`config.mk`:
```
export PLATFORM = sky130hd
export DESIGN_NAME = mux4_rr_arbiter
export DESIGN_NICKNAME = d
export VERILOG_FILES = /design/src/rtl/mux4_rr_arbiter.sv
export SDC_FILE = /design/constraint.sdc
export NUM_CORES = 1
export LEC_CHECK = 0
export ABC_AREA = 0
export BUFFER_PORTS_ARGS = -buffer_cell sky130_fd_sc_hd__buf_2
export CAP_MARGIN = 15
export CORE_AREA = 2 2 41 43
export CTS_CLUSTER_DIAMETER = 30
export DETAILED_ROUTE_END_ITERATION = 7
export DIE_AREA = 0 0 43 45
export PLACE_DENSITY = 0.82
export SETUP_SLACK_MARGIN = 0.1
export SLEW_MARGIN = 20
export SYNTH_ARGS = -nofsm -noshare
export SYNTH_HDL_FRONTEND = slang
export SYNTH_SLANG_ARGS = --single-unit
```
`constraint.sdc`:
```
create_clock -name clk -period 1.9 [get_ports clk]
set_input_delay 0.38 -clock clk [delete_from_list [all_inputs] [get_ports clk]]
set_output_delay 0.38 -clock clk [all_outputs]
set_load 0.02 [all_outputs]
```
`src/rtl/mux4_rr_arbiter.sv`:
```
// Round-robin burst arbiter driving the select of a shared 4:1 datapath mux.
// Optional burst-length timeout is compiled in with `define ARB_TIMEOUT_EN.
module mux4_rr_arbiter #(
  parameter int unsigned RESET_PTR = 0,
  parameter int unsigned MAX_BEATS = 16
) (
  input  logic       clk,
  input  logic       rst_n,
  input  logic [3:0] req,
  input  logic [3:0] req_last,
  input  logic       out_ready,
  output logic       out_valid,
  output logic [1:0] sel,
  output logic [3:0] gnt,
  output logic       busy,
  output logic       timeout
);

  typedef enum logic [0:0] {StIdle, StLocked} state_e;

  localparam logic [1:0] ResetPtr = RESET_PTR[1:0];

  if (RESET_PTR > 3 || MAX_BEATS < 1) begin : gen_bad_param
    $error("mux4_rr_arbiter: RESET_PTR must be 0..3 and MAX_BEATS >= 1");
  end

  state_e     state_q, state_d;
  logic [1:0] owner_q, owner_d;
  logic [1:0] ptr_q, ptr_d;
  logic [1:0] next_ptr;
  logic       locked;
  logic       xfer;
  logic       owner_last;
  logic       forced;
  logic       burst_end;
  logic       load;

  // First asserted request at or after p, wrapping 3 -> 0.
  function automatic logic [1:0] rr_pick(input logic [3:0] r, input logic [1:0] p);
    logic [1:0] idx;
    logic [1:0] win;
    win = p;
    for (int i = 3; i >= 0; i--) begin
      idx = p + 2'(i);
      if (r[idx]) win = idx;
    end
    return win;
  endfunction

  assign locked     = (state_q == StLocked);
  assign xfer       = locked && req[owner_q] && out_ready;
  assign owner_last = req_last[owner_q];
  assign burst_end  = xfer && (owner_last || forced);
  assign next_ptr   = owner_q + 2'd1;

  always_comb begin
    state_d = state_q;
    owner_d = owner_q;
    ptr_d   = ptr_q;
    load    = 1'b0;
    unique case (state_q)
      StIdle: begin
        if (|req) begin
          state_d = StLocked;
          owner_d = rr_pick(req, ptr_q);
          load    = 1'b1;
        end
      end
      StLocked: begin
        if (burst_end) begin
          ptr_d = next_ptr;
          // Zero-bubble handoff; the old owner now ranks last.
          if (|req) begin
            owner_d = rr_pick(req, next_ptr);
            load    = 1'b1;
          end else begin
            state_d = StIdle;
          end
        end
      end
      default: state_d = StIdle;
    endcase
  end

  always_ff @(posedge clk or negedge rst_n) begin
    if (!rst_n) begin
      state_q <= StIdle;
      owner_q <= 2'd0;
      ptr_q   <= ResetPtr;
    end else begin
      state_q <= state_d;
      owner_q <= owner_d;
      ptr_q   <= ptr_d;
    end
  end

`ifdef ARB_TIMEOUT_EN
  localparam int unsigned CntW = $clog2(MAX_BEATS + 1);
  localparam logic [CntW-1:0] LastCnt = CntW'(MAX_BEATS - 1);

  logic [CntW-1:0] beat_cnt_q, beat_cnt_d;
  logic            timeout_q;

  // The transfer that would make the count reach MAX_BEATS ends the burst.
  assign forced = xfer && !owner_last && (beat_cnt_q == LastCnt);

  always_comb begin
    beat_cnt_d = beat_cnt_q;
    if (load || burst_end) begin
      beat_cnt_d = '0;
    end else if (xfer) begin
      beat_cnt_d = beat_cnt_q + CntW'(1);
    end
  end

  always_ff @(posedge clk or negedge rst_n) begin
    if (!rst_n) begin
      beat_cnt_q <= '0;
      timeout_q  <= 1'b0;
    end else begin
      beat_cnt_q <= beat_cnt_d;
      timeout_q  <= forced;
    end
  end

  assign timeout = timeout_q;
`else
  assign forced  = 1'b0;
  assign timeout = 1'b0;
`endif

  always_comb begin
    out_valid = 1'b0;
    sel       = 2'd0;
    gnt       = 4'b0000;
    busy      = 1'b0;
    if (locked) begin
      out_valid = req[owner_q];
      sel       = owner_q;
      gnt       = 4'b0001 << owner_q;
      busy      = 1'b1;
    end
  end

endmodule

```
### Yosys cells after proc, flatten, opt, wreduce, memory -nomap -nowiden

Cells that the tools add are included.

| cells by class | value |
|---|---|
| add/subtract/negate cells | 7 |
| magnitude comparators | 9 |
| equality and inequality tests | 3 |
| shifts and indexed selects | 1 |
| multiplexer cells | 39 |
| bitwise gates (word level) | 1 |
| reductions and logical operators | 6 |

Operator list:

| operator | count |
|---|---|
| 2-bit by 3-bit less-than comparator with 1-bit output, second input constant | 9 |
| 2-bit two-way mux | 12 |
| 1-bit binary-select mux with 2-bit select | 10 |
| 1-bit two-way mux | 14 |
| 2-bit adder, second input constant | 4 |
| 2-bit by 1-bit adder with 2-bit output, second input constant | 3 |
| 4-bit two-way mux | 1 |
| 2-bit by 1-bit inequality test with 1-bit output, second input constant | 2 |
| 2-bit one-hot mux with 2 select lines | 1 |
| 4-bit OR reduction | 1 |
| 1-bit by 2-bit << shifter with 4-bit output, first input constant | 1 |
| 1-bit logical AND | 3 |
| 3-bit AND reduction | 1 |
| 2-bit inequality test, second input constant | 1 |
| 1-bit one-hot mux with 2 select lines | 1 |
| 2-bit AND reduction | 1 |
| 1-bit inverter | 1 |

| word-level totals | value |
|---|---|
| flip-flop bits (word level) | 5 |
| input port bits | 11 |
| output and inout bits | 9 |
| word-level logic and storage cells | 69 |

### Longest topological paths before layout

| logic depth | value |
|---|---|
| depth after elaboration | 11 |
| depth in mapped cells | 8 |
| mapped depth without buffers | 7 |

### Worst setup path after synthesis

No wires, ideal clock.

| timing | value |
|---|---|
| kind | reg-to-reg |
| start point | reg owner_q[0] |
| end point | reg owner_q[0] |
| setup time | 126 ps |
| data arrival time | 1,872 ps |
| data required time | 1,774 ps |
| path slack | -98 ps |
| cell stages (with the launch flop) | 8 |
| buffers on the path | 1 |
| cells stage by stage | dfrtp_1 > buf_2 > inv_1 > ha_1 > a21oi_1 > a2111oi_4 > xnor2_1 > a221o_1 |

| between the ends | value |
|---|---|
| word-level cells in the longest chain between the ends | 11 |

RTL lines:

| item | line | text |
|---|---|---|
| from (decl) | 28 | `logic [1:0] owner_q, owner_d;` |
| from (signal assigned) | 92 | `owner_q <= owner_d;` |
| 2-bit by 1-bit adder with 2-bit output (*) | 54 | `assign next_ptr = owner_q + 2'd1;` |
| net next_ptr[0] | 30 | `logic [1:0] next_ptr;` |
| 2-bit adder | 44 | `idx = p + 2'(i);` |
| 1-bit binary-select mux with 2-bit select | 45 | `if (r[idx]) win = idx;` |
| 1-bit two-way mux (implied by the code) | 45 |  |
| 2-bit two-way mux (3 in series) | 45 |  |
| 2-bit two-way mux (*) | 45 |  |
| 2-bit two-way mux (*) | 73 | `if (\|req) begin` |
| 2-bit two-way mux (*) | 70 | `if (burst_end) begin` |
| 2-bit one-hot mux with 2 select lines (*) | 61 | `unique case (state_q)` |

Mark *: on every way through the listed nets, which the timed path passes. The rest lies on a longest branch. The select of a mux whose other input is x is not followed.
A chain may end at the register's enable or synchronous reset.

### Final worst setup path

| timing | value |
|---|---|
| start point | reg owner_q[0] |
| end point | out out_valid |

| between the ends | value |
|---|---|
| word-level cells in the longest chain between the ends | 3 |

RTL lines:

| item | line | text |
|---|---|---|
| 1-bit binary-select mux with 2-bit select | 138 | `out_valid = req[owner_q];` |
| 1-bit two-way mux (implied by the code) | 138 |  |
| 1-bit two-way mux | 137 | `if (locked) begin` |
| to (decl) | 12 | `output logic out_valid,` |

Every way passes these cells. The select of a mux whose other input is x is not followed.

==> impl_metrics.env <==
export IMPL_status="finished, violations left"
export IMPL_failing_checks="negative setup slack"
export IMPL_synth_seq_cells=5
export IMPL_wire_length_of_the_first_global_routing_pass_um=2750
export IMPL_drt_first_pass_iters=4
export IMPL_finalSetupViolations=1
export IMPL_crit_reg2reg_launch="owner_q[0]$_DFFE_PN0P_"
export IMPL_synthCells=74
export IMPL_holdCritPathClass="input pin to async pin"
export IMPL_drt_first_iter_violations=17
export IMPL_start_kind="flip-flop"
export IMPL_root_buffer="clkbuf_4"
export IMPL_num_antenna_cells=0
export IMPL_worst_endpoint_required_ps=1520
export IMPL_powerDensity_nw_per_um2=1570
export IMPL_grt_max_degree=14
export IMPL_finish_net_count=120
export IMPL_synth_edf_count=0
export IMPL_detail_route_antenna_nets=0
export IMPL_setup_worst_path_start="owner_q[0]$_DFFE_PN0P_"
export IMPL_reg2reg_to="owner_q[0]$_DFFE_PN0P_"
export IMPL_tritoncts="yes"
export IMPL_synthArstFlopShare=1.00
export IMPL_drt_drc_violations_left=0
export IMPL_report_power_total_uw=1480
export IMPL_ctsHtreeMaxLevel=1
export IMPL_worst_hold_slack_ps=481
export IMPL_vias_post_dr=666
export IMPL_cts_buffers=3
export IMPL_max_freq_mhz=518
export IMPL_postSynthNetCount=89
export IMPL_synth_top_flop_cell="dfrtp_1"
export IMPL_post_synth_top_area_fraction=0.203
export IMPL_synthesized_cell_area_um2=617
export IMPL_cp_data_arrival_time_ps=1550
export IMPL_synth_cell_types=33
export IMPL_critPathCapture="out_valid"
export IMPL_die_height_um=45
export IMPL_place_ws_ps=12.7
export IMPL_synth_area_top_cells="dfrtp_1 (20%), ha_1 (8.1%), and2_1 (7.1%)"
export IMPL_worstSetupPathType="flip-flop to output port"
export IMPL_grt_setup_unrepaired="true"
export IMPL_postSynthAreaPerCell_um2=8.34
export IMPL_cts_reportedPaths_clkPinSlew_ps=50
export IMPL_fin_ws_ps=-30.3
export IMPL_worst_reg2reg_setup_slack_ps=30
export IMPL_final_cells=120
export IMPL_cts_path_max_buffers=2
export IMPL_globalRouteTotalUtil=0.194
export IMPL_synthToLayoutAreaGrowth_pct=52.5
export IMPL_final_min_period_over_clock_period=1.02
export IMPL_synth_area_leader_cell="dfrtp_1"
export IMPL_floorplan_die_area_um2=1940
export IMPL_io_buffer_count=18
export IMPL_start_util=0.419
export IMPL_numPlacedInstances=109
export IMPL_die_width_um=43
export IMPL_drt_vias_per_instance=5.55
export IMPL_synth_seq_area_share=0.203
export IMPL_worstSetupEndpointType="output port"
export IMPL_finalMaxSlewViolations=0
export IMPL_leakage_uw=0.000409
export IMPL_wl_per_instance_um=15.2
export IMPL_fp_coreArea_um2=1470
export IMPL_timing_reg2reg_worst_path_depth=6
export IMPL_vdd_ir_drop_worst_mv=0.605
export IMPL_timing_final_hold_violations=0
export IMPL_antenna_violations_before_repair=0
export IMPL_clock_insertion_delay_worst_skew_ps=250
export IMPL_yosys_cell_count_top_type="nand2_1"
export IMPL_drt_wl_total_um=1830
export IMPL_finalCriticalPeriod_ps=1930
export IMPL_number_of_global_route_vias_before_repair=571
export IMPL_grt_remaining_overflow=0
export IMPL_yosys_warnings=0
export IMPL_placementRows=14
export IMPL_num_io_pins=20
export IMPL_final_core_utilization=0.639
export IMPL_maxCapViolCount=0
export IMPL_fin_worst_skew_ps=2.79
export IMPL_yosys_top_cells_count="nand2_1 (8), a21oi_1 (7), and2_1 (7)"
export IMPL_place_detailed_hpwl_um=1110
export IMPL_critical_path_max_fanout=7
export IMPL_gp_congestion=0.866
export IMPL_cts_sinks=5
export IMPL_final_layout_size_suffix_gt1_frac=0.519
[sequential cells by signal, summed over array words and instances, names as in the netlist]
signal	count
locked	1
owner_q	2
ptr_q	2
[repair_timing]
item / CTS / global route
pin swaps: 5 / 8
cloned: 0 / 0
endpoints found under the hold margin: 5 / 0
gates resized for setup: 10 / 20
hold buffers: 1 / 0
setup endpoints to repair: 4 / 6
setup buffers: 5 / 1
[logic make-up after synthesis]
family | after synthesis | share of synthesized area
AO/OA/AOI/OAI | 20 | 0.237
XOR/XNOR | 1 | 0.0142
adder cells (fa/ha/maj) | 4 | 0.0811
buffers and inverters | 10 | 0.0730
flip-flops | 5 | 0.203
multiplexers | 3 | 0.0974
other | 1 | 0.00608
AND/OR/NAND/NOR | 30 | 0.288
[power breakdown]
group          leakage (µW)  internal, µW  switching, µW
clock             0.0000150          79.6           46.5
combinational      0.000340           597            523
sequential        0.0000539           154           79.9
[worst min path at each step]
stage                     startpoint                    to  slack [ps]  cells past startpoint
final                          rst_n  ptr_q[1]$_DFFE_PN0P_         480                      2
after floorplan                rst_n      locked$_DFF_PN0_          80                      0
after global placement         rst_n      locked$_DFF_PN0_         190                      1
after global routing           rst_n  ptr_q[0]$_DFFE_PN0P_         510                      2
after CTS                      rst_n  ptr_q[0]$_DFFE_PN0P_         470                      2
after detailed placement       rst_n      locked$_DFF_PN0_         200                      1
[metal layers]
layer	wire length, µm	global-route usage
met4	56	0.0909
met5	0	0
met3	46	0.0160
met2	969	0.355
met1	753	0.232
[stage by stage]
stage	cell area [µm²]	TNS [ps]
after floorplan	637	0
after CTS	866	0
after global routing	941	-117
final	941	-30.3
after detailed placement	767	0
after global placement	767	0
[layout by cell type, fill, tap and decap left out, types with 2 or more instances in the layout]
cell type,Yosys,final
buf_4,1,8
or3b_1,2,2
dfrtp_1,5,3
nand2_1,8,8
o21ai_0,4,3
ha_2,0,2
mux4_2,1,2
a21oi_2,0,2
nor2_1,5,4
clkbuf_4,0,3
dfrtp_2,0,2
buf_2,3,15
buf_6,0,9
inv_1,3,2
and2_4,0,3
a21oi_1,7,4
and2_1,7,4
[critical path, cell delays in order (launching register included)]
cell     delay (ps)
dfrtp_2         460
mux4_2          550
and2_4          180
buf_6           120
[cell type report]
cell class | instances | area [µm²]
tap | 16 | 20.0
clock buffer | 4 | 26.3
timing repair buffer | 33 | 246
sequential | 5 | 128
fill | 121 | 531
multi-input combinational | 59 | 504
inverter | 3 | 16.3
Note: power is estimated with default switching activity, not from simulation.
